$ cat src/rtl/sine_freq_meter.sv
// Sine-input frequency meter: times 16 sine periods and divides to recover
// the DDS phase-accumulator tuning word that would produce that frequency.
module sine_freq_meter #(
  parameter int ACC_W     = 26,
  parameter int GATE_LOG2 = 4,
  parameter int CNT_W     = 32,
  parameter int MIDSCALE  = 512,
  parameter int HYST      = 16
) (
  input  logic             i_sys_clk,
  input  logic             i_sys_rst,
  input  logic             i_enable,
  input  logic [9:0]       i_sine_wave,
  output logic [ACC_W-1:0] o_freq_word,
  output logic             o_word_valid,
  output logic             o_timeout,
  output logic             o_busy
);

  localparam int NUM_W  = ACC_W + GATE_LOG2 + 1;
  localparam int STEP_W = $clog2(NUM_W);
  localparam int PER_W  = GATE_LOG2 + 1;

  localparam logic [STEP_W-1:0] STEP_LAST = STEP_W'(NUM_W - 1);
  localparam logic [PER_W-1:0]  PER_LAST  = PER_W'((1 << GATE_LOG2) - 1);
  localparam logic [9:0]        HI_TH     = 10'(MIDSCALE + HYST);
  localparam logic [9:0]        LO_TH     = 10'(MIDSCALE - HYST);

  typedef enum logic [1:0] {
    ARM,
    MEASURE,
    DIVIDE
  } state_t;

  state_t state;
  state_t state_nx;

  logic [9:0]        s1;
  logic              sq;
  logic              sq_d;
  logic              rise;

  logic [CNT_W-1:0]  cnt;
  logic [PER_W-1:0]  per;
  logic [CNT_W-1:0]  c_reg;
  logic [CNT_W-1:0]  rem;
  logic [NUM_W-1:0]  quo;
  logic [STEP_W-1:0] step;

  logic              cnt_max;
  logic              to_hit;
  logic              start;
  logic              close;
  logic              div_done;

  logic              num_bit;
  logic [CNT_W:0]    rem_sh;
  logic              ge;
  logic [CNT_W-1:0]  rem_nx;
  logic [NUM_W-1:0]  quo_nx;
  logic              sat;

  // Comparator with hysteresis; holds inside the dead band
  always_ff @(posedge i_sys_clk or posedge i_sys_rst) begin
    if (i_sys_rst) begin
      s1   <= '0;
      sq   <= 1'b0;
      sq_d <= 1'b0;
    end else begin
      s1   <= i_sine_wave;
      sq_d <= sq;
      if (s1 >= HI_TH)
        sq <= 1'b1;
      else if (s1 <= LO_TH)
        sq <= 1'b0;
    end
  end

  assign rise    = sq & ~sq_d;
  assign cnt_max = &cnt;
  assign o_busy  = (state != ARM);

  always_ff @(posedge i_sys_clk or posedge i_sys_rst) begin
    if (i_sys_rst)
      state <= ARM;
    else
      state <= state_nx;
  end

  // Timeout is tested ahead of the edge so it wins a tie
  always_comb begin
    state_nx = state;
    to_hit   = 1'b0;
    start    = 1'b0;
    close    = 1'b0;
    div_done = 1'b0;
    if (!i_enable) begin
      state_nx = ARM;
    end else begin
      unique case (state)
        ARM: begin
          if (cnt_max) begin
            to_hit = 1'b1;
          end else if (rise) begin
            start    = 1'b1;
            state_nx = MEASURE;
          end
        end
        MEASURE: begin
          if (cnt_max) begin
            to_hit   = 1'b1;
            state_nx = ARM;
          end else if (rise && per == PER_LAST) begin
            close    = 1'b1;
            state_nx = DIVIDE;
          end
        end
        DIVIDE: begin
          if (step == STEP_LAST) begin
            div_done = 1'b1;
            state_nx = ARM;
          end
        end
        default: state_nx = ARM;
      endcase
    end
  end

  // Numerator is 2^(NUM_W-1): only its leading bit is set
  assign num_bit = (step == '0);
  assign rem_sh  = {rem, num_bit};
  assign ge      = (rem_sh >= {1'b0, c_reg});
  assign rem_nx  = ge ? CNT_W'(rem_sh - {1'b0, c_reg})
                      : rem_sh[CNT_W-1:0];
  assign quo_nx  = {quo[NUM_W-2:0], ge};
  assign sat     = |quo_nx[NUM_W-1:ACC_W];

  always_ff @(posedge i_sys_clk or posedge i_sys_rst) begin
    if (i_sys_rst) begin
      cnt          <= '0;
      per          <= '0;
      c_reg        <= '0;
      rem          <= '0;
      quo          <= '0;
      step         <= '0;
      o_freq_word  <= '0;
      o_word_valid <= 1'b0;
      o_timeout    <= 1'b0;
    end else begin
      o_word_valid <= 1'b0;
      o_timeout    <= to_hit;

      if (!i_enable) begin
        cnt <= '0;
        per <= '0;
      end else if (to_hit) begin
        cnt <= '0;
      end else if (start) begin
        cnt <= '0;
        per <= '0;
      end else if (state == DIVIDE) begin
        cnt <= '0;
      end else begin
        cnt <= cnt + 1'b1;
        if (state == MEASURE && rise)
          per <= per + 1'b1;
      end

      if (close) begin
        c_reg <= cnt + 1'b1;
        rem   <= '0;
        quo   <= '0;
        step  <= '0;
      end else if (state == DIVIDE && i_enable) begin
        rem  <= rem_nx;
        quo  <= quo_nx;
        step <= step + 1'b1;
      end

      if (div_done) begin
        o_word_valid <= 1'b1;
        o_freq_word  <= sat ? '1 : quo_nx[ACC_W-1:0];
      end
    end
  end

endmodule

$ cat config.mk
export PLATFORM = sky130hd
export DESIGN_NAME = sine_freq_meter
export DESIGN_NICKNAME = d
export VERILOG_FILES = /design/src/rtl/sine_freq_meter.sv
export SDC_FILE = /design/constraint.sdc
export NUM_CORES = 1
export LEC_CHECK = 0
export CORE_UTILIZATION = 30
export DETAILED_ROUTE_END_ITERATION = 10
export PLACE_DENSITY = 0.41
export SETUP_SLACK_MARGIN = 0.4
export SLEW_MARGIN = 20
export SYNTH_ARGS = -nofsm -noshare
export SYNTH_HDL_FRONTEND = slang
export SYNTH_SLANG_ARGS = --single-unit
$ cat constraint.sdc
create_clock -name i_sys_clk -period 17.97 [get_ports i_sys_clk]
set_input_delay 3.594 -clock i_sys_clk [delete_from_list [all_inputs] [get_ports i_sys_clk]]
set_output_delay 3.594 -clock i_sys_clk [all_outputs]
set_load 0.005 [all_outputs]
# After elaboration in Yosys (flattened, before gate mapping)

Cells that the tools add are included.

Input bits: 13
Register bits: 178
Logic and storage cells: 87

Mux-type cells: 41
Equality and inequality tests: 11
Order comparisons: 3
Reductions and logical operators: 13
Add/sub/neg operators: 4
Bitwise gates (word level): 2

Operators with widths:

| kind                    | number |
|---|---|
| $mux W32                | 7 |
| $mux W30                | 2 |
| $mux W5                 | 7 |
| $ge A33 B32 Y1          | 1 |
| $add A32 B1 Y32 const B | 1 |
| $reduce_and A32 Y1      | 1 |
| $sub A32 B32 Y32        | 1 |
| $mux W26                | 1 |
| $mux W1                 | 17 |
| $mux W2                 | 6 |
| $ne A3 B3 Y1 const B    | 4 |
| $add A5 B1 Y5 const B   | 2 |
| $ge A10 B10 Y1 const B  | 1 |
| $le A10 B9 Y1 const B   | 1 |
| $pmux W2 S3             | 1 |
| $reduce_bool A2 Y1      | 3 |
| $eq A5 B4 Y1 const B    | 1 |
| $eq A5 B5 Y1 const B    | 1 |
| $logic_not A5 Y1        | 1 |
| $reduce_or A5 Y1        | 1 |
| $ne A4 B4 Y1 const B    | 1 |
| $reduce_and A4 Y1       | 1 |
| $logic_and A1 B1 Y1     | 3 |
| $ne A3 B1 Y1 const B    | 1 |
| 8 further kinds         | 8 |

# Longest topological paths before layout

Depth in word-level cells: 9
Mapped depth: 14
Mapped depth without buffers: 13

# Least setup slack after synthesis

No wires, ideal clock.

Kind: input -> register
Start: input i_enable
End: register o_freq_word[10]
Path slack: 12.703 ns
Cell stages on the path: 7
Path buffers: 2
Arrival time: 5.146 ns
Required time: 17.849 ns
Library setup time: 0.121 ns
Cells stage by stage: nand2_1 -> or2_2 -> clkbuf_1 -> nor2_1 -> nand3_1 -> clkbuf_1 -> o22a_1

Longest elaborated chain between the ends: 1

RTL lines:

| element              | RTL line | source |
|---|---|---|
| start, declared      | 12       | `input logic i_enable,` |
| $mux W1              | 97       | `if (!i_enable) begin` |
| end signal, assigned | 182      | `o_freq_word <= sat ? '1 : quo_nx[ACC_W-1:0];` |
| end, declared        | 14       | `output logic [ACC_W-1:0] o_freq_word,` |

Every way passes these cells.
A chain may end at the register's enable or synchronous reset.

# Worst setup path in the final report

Start: input i_enable
End: register o_freq_word[24]

The elaborated chain is that of the path after synthesis.

==> results.md <==
| Quantity | Reported | Unit |
|---|---|---|
| Cts hold-fix bufs | 0 | - |
| Setup repair after global routing missed its margin | false | - |
| Post-route DRC | 0 | - |
| Antenna violations before repair | 0 | - |
| Proportion of synthesized chip area in sequential cells | 0.484 | - |
| Hold slack | 0.467 | ns |
| Area contributors post-synth | sky130_fd_sc_hd__dfrtp_1 (48%), sky130_fd_sc_hd__nand2_1 (6.2%), sky130_fd_sc_hd__o21ai_0 (5.8%) | - |
| Area occupied by registers | 4450 | um2 |
| Number of hold-slack violations in the final timing report | 0 | - |
| Post-route ant nets | 0 | - |
| Pin count of the biggest net entering global routing | 113 | - |
| CTS tree | done | - |
| Starting utilization of the core area | 0.307 | - |
| Final total negative setup slack | 0 | ns |
| Net count, final | 1061 | - |
| Startpoint Class | input pin | - |
| Worst path arrival time | 6.11 | ns |
| Iter 0 DRT Violations | 398 | - |
| Layout fillers | 3131 | - |
| Maximum fanout count along the critical path | 70 | - |
| Number of port buffers | 41 | - |
| Setup clock skew after layout | 0.0111 | ns |
| Clock tree sinks | 178 | - |
| Global-route wire length before repair | 38.5 | mm |
| Status | finished clean | - |
| Class of the tightest hold or removal check | reg2reg | - |
| Number of synthesized register bits | 178 | - |
| Routability Congestion | 0.766 | - |
| Die outline width | 177 | um |
| Multi-input logic area | 4370 | um2 |
| Library cell used as clock root buffer | sky130_fd_sc_hd__clkbuf_16 | - |
| Post-synthesis cell type count | 60 | - |
| Floorplan die area | 31400 | um2 |
| Inserted Diodes | 0 | - |
| Worst relative slew slack | 0.297 | - |
| Post-Syn Area per Cell | 9.28 | um2 |
| Most instantiated flip-flop cell in the synthesis netlist | sky130_fd_sc_hd__dfrtp_1 | - |
| Post CTS Setup Buffer Count | 0 | - |
| Ys async rst share | 1.00 | - |
| Cell with the most instances after synthesis | sky130_fd_sc_hd__dfrtp_1 | - |
| Total grt overflow | 0 | - |
| Number of buffers created by CTS | 17 | - |
| WP data required | 18.30 | ns |
| Final wirelength | 22.4 | mm |
| Vias | 6914 | - |
| Share of post-route cells with drive strength above 1 | 0.0539 | - |
| Layout overhead on the synthesized area | 14.8 | % |
| LEAKAGE | 0.00492 | uW |
| Clock latency of the later-clocked register in the worst-skew pair | 0.44 | ns |
| Min Tclk post-route | 5.79 | ns |
| Fraction of the core area covered by cells at the end of the flow | 0.353 | - |
| Height of the chip | 177 | um |
| Syn Nets | 1044 | - |
| Count of boundary I/O pins | 42 | - |
| Highest clock rate | 173 | MHz |
| Global-route usage over all layers | 0.155 | - |
| Warnings from Yosys | 0 | - |
| Crit path capture type | register | - |
| Number of gates resized after CTS | 0 | - |
| Vias per cell | 4.90 | - |
| Final period utilization | 0.322 | - |
| Final setup violation count | 0 | - |
| Least-Margin Pin Slew | 1.05 | ns |
| Max_cap viols | 0 | - |
| Most common library cells after synthesis | sky130_fd_sc_hd__dfrtp_1 (178), sky130_fd_sc_hd__nand2_1 (153), sky130_fd_sc_hd__o21ai_0 (106) | - |
| Via count of the first global-routing pass | 7206 | - |
| Clk pin slew, worst setup/hold paths | 0.07 | ns |
| Worst ir drop on vdd | 0.0624 | mV |
| Placement Rows | 63 | - |
| Count of flip-flops with a built-in enable after synthesis | 0 | - |
| Post-route cell area | 10600 | um2 |
| Number of levels the H-tree was split into | 4 | - |
| First drt pass iteration count | 4 | - |
| Detail-routed net length per standard cell | 15.9 | um |
| Kind of critical path | in2reg | - |
| Maximum clock path buffer count | 2 | - |
| Summed instance area of the synthesized netlist | 9210 | um2 |
| Post-detail-place hpwl | 14.8 | mm |
| Dominant cell type by area after synthesis | sky130_fd_sc_hd__dfrtp_1 | - |
| Post-synthesis cell count | 992 | - |
| Power per cell area | 78.9 | nW/um2 |
| Top-area cell type share of the netlist area | 0.484 | - |
| Core area | 30000 | um2 |
| Number of pins with negative max-slew slack in the final report | 0 | - |
| Instance area after placement | 9980 | um2 |
==> through the flow <==
step                      total power [uW]  cells  setup slack [ns]
after detailed placement               464   1380             11.22
after global placement                 465   1380             11.27
final                                  834   1411             12.18
after CTS                              853   1411             11.75
after global routing                   874   1411             11.92
after floorplan                        449    992              9.55
==> path summary, 6_finish.rpt <==
| path | start | to | slack [ns] | cells after the start |
|---|---|---|---|---|
| max in group asynchronous | i_sys_rst | quo[28] | 12.94 | 3 |
| hold reg to reg | sq | sq_d | 0.47 | 0 |
| min in group asynchronous | i_sys_rst | s1[1] | 3.67 | 2 |
| hold / removal | sq | sq_d | 0.47 | 0 |
| setup reg to reg | step[0] | rem[30] | 13.57 | 13 |
| setup / recovery | i_enable | o_freq_word[24] | 12.18 | 7 |
==> metal layers <==
metal  share of wire  up-vias  global-route usage
met5               0        -                   0
met4           0.014        0              0.0510
met3           0.024       15              0.0305
met2            0.45       63               0.240
met1            0.51     3364               0.216
li1                -     3472                   -
==> layout by cell type, fill, tap and decap left out, types with 28 or more instances in the layout <==
master                            instances
sky130_fd_sc_hd__nor2_1                  64
sky130_fd_sc_hd__inv_1                   51
sky130_fd_sc_hd__nand2_1                153
sky130_fd_sc_hd__o21ai_0                106
sky130_fd_sc_hd__ha_1                    38
sky130_fd_sc_hd__a21oi_1                 33
sky130_fd_sc_hd__clkdlybuf4s50_1         41
sky130_fd_sc_hd__xnor2_1                 28
sky130_fd_sc_hd__nand3_1                 47
sky130_fd_sc_hd__xor2_1                  32
sky130_fd_sc_hd__dfrtp_1                178
==> power breakdown <==
group / switching [uW] / internal (uW)
Clock: 178 / 200
Sequential: 4.34 / 407
Combinational: 28.5 / 15.4
Total: 211 / 622
==> cell type report <==
class,count,share of cell area
clock buffer,18,0.0415
clock inverter,13,0.0137
timing repair buffer,49,0.0445
tap,390,0.0462
multi-input combinational,711,0.413
inverter,52,0.0192
sequential,178,0.421
==> cells by family (layout without fill, tap and decap cells) <==
family,count (synthesis),in the layout,synth area share
simple gates,357,357,0.179
compound gates,233,233,0.158
buf+inv,103,132,0.0447
flops,178,178,0.484
xor+xnor,60,60,0.0571
mux,22,22,0.0241
fa+ha+maj,39,39,0.0538
==> worst max-delay path, stage by stage <==
cell and delay, ns:
sky130_fd_sc_hd__clkdlybuf4s50_1 0.63, sky130_fd_sc_hd__nand2_1 0.15, sky130_fd_sc_hd__or2_2 0.29, sky130_fd_sc_hd__buf_4 0.32
sky130_fd_sc_hd__nor2_2 0.23, sky130_fd_sc_hd__nand3_2 0.47, sky130_fd_sc_hd__o22a_1 0.35
No activity file was read; power rests on OpenSTA's default activity.
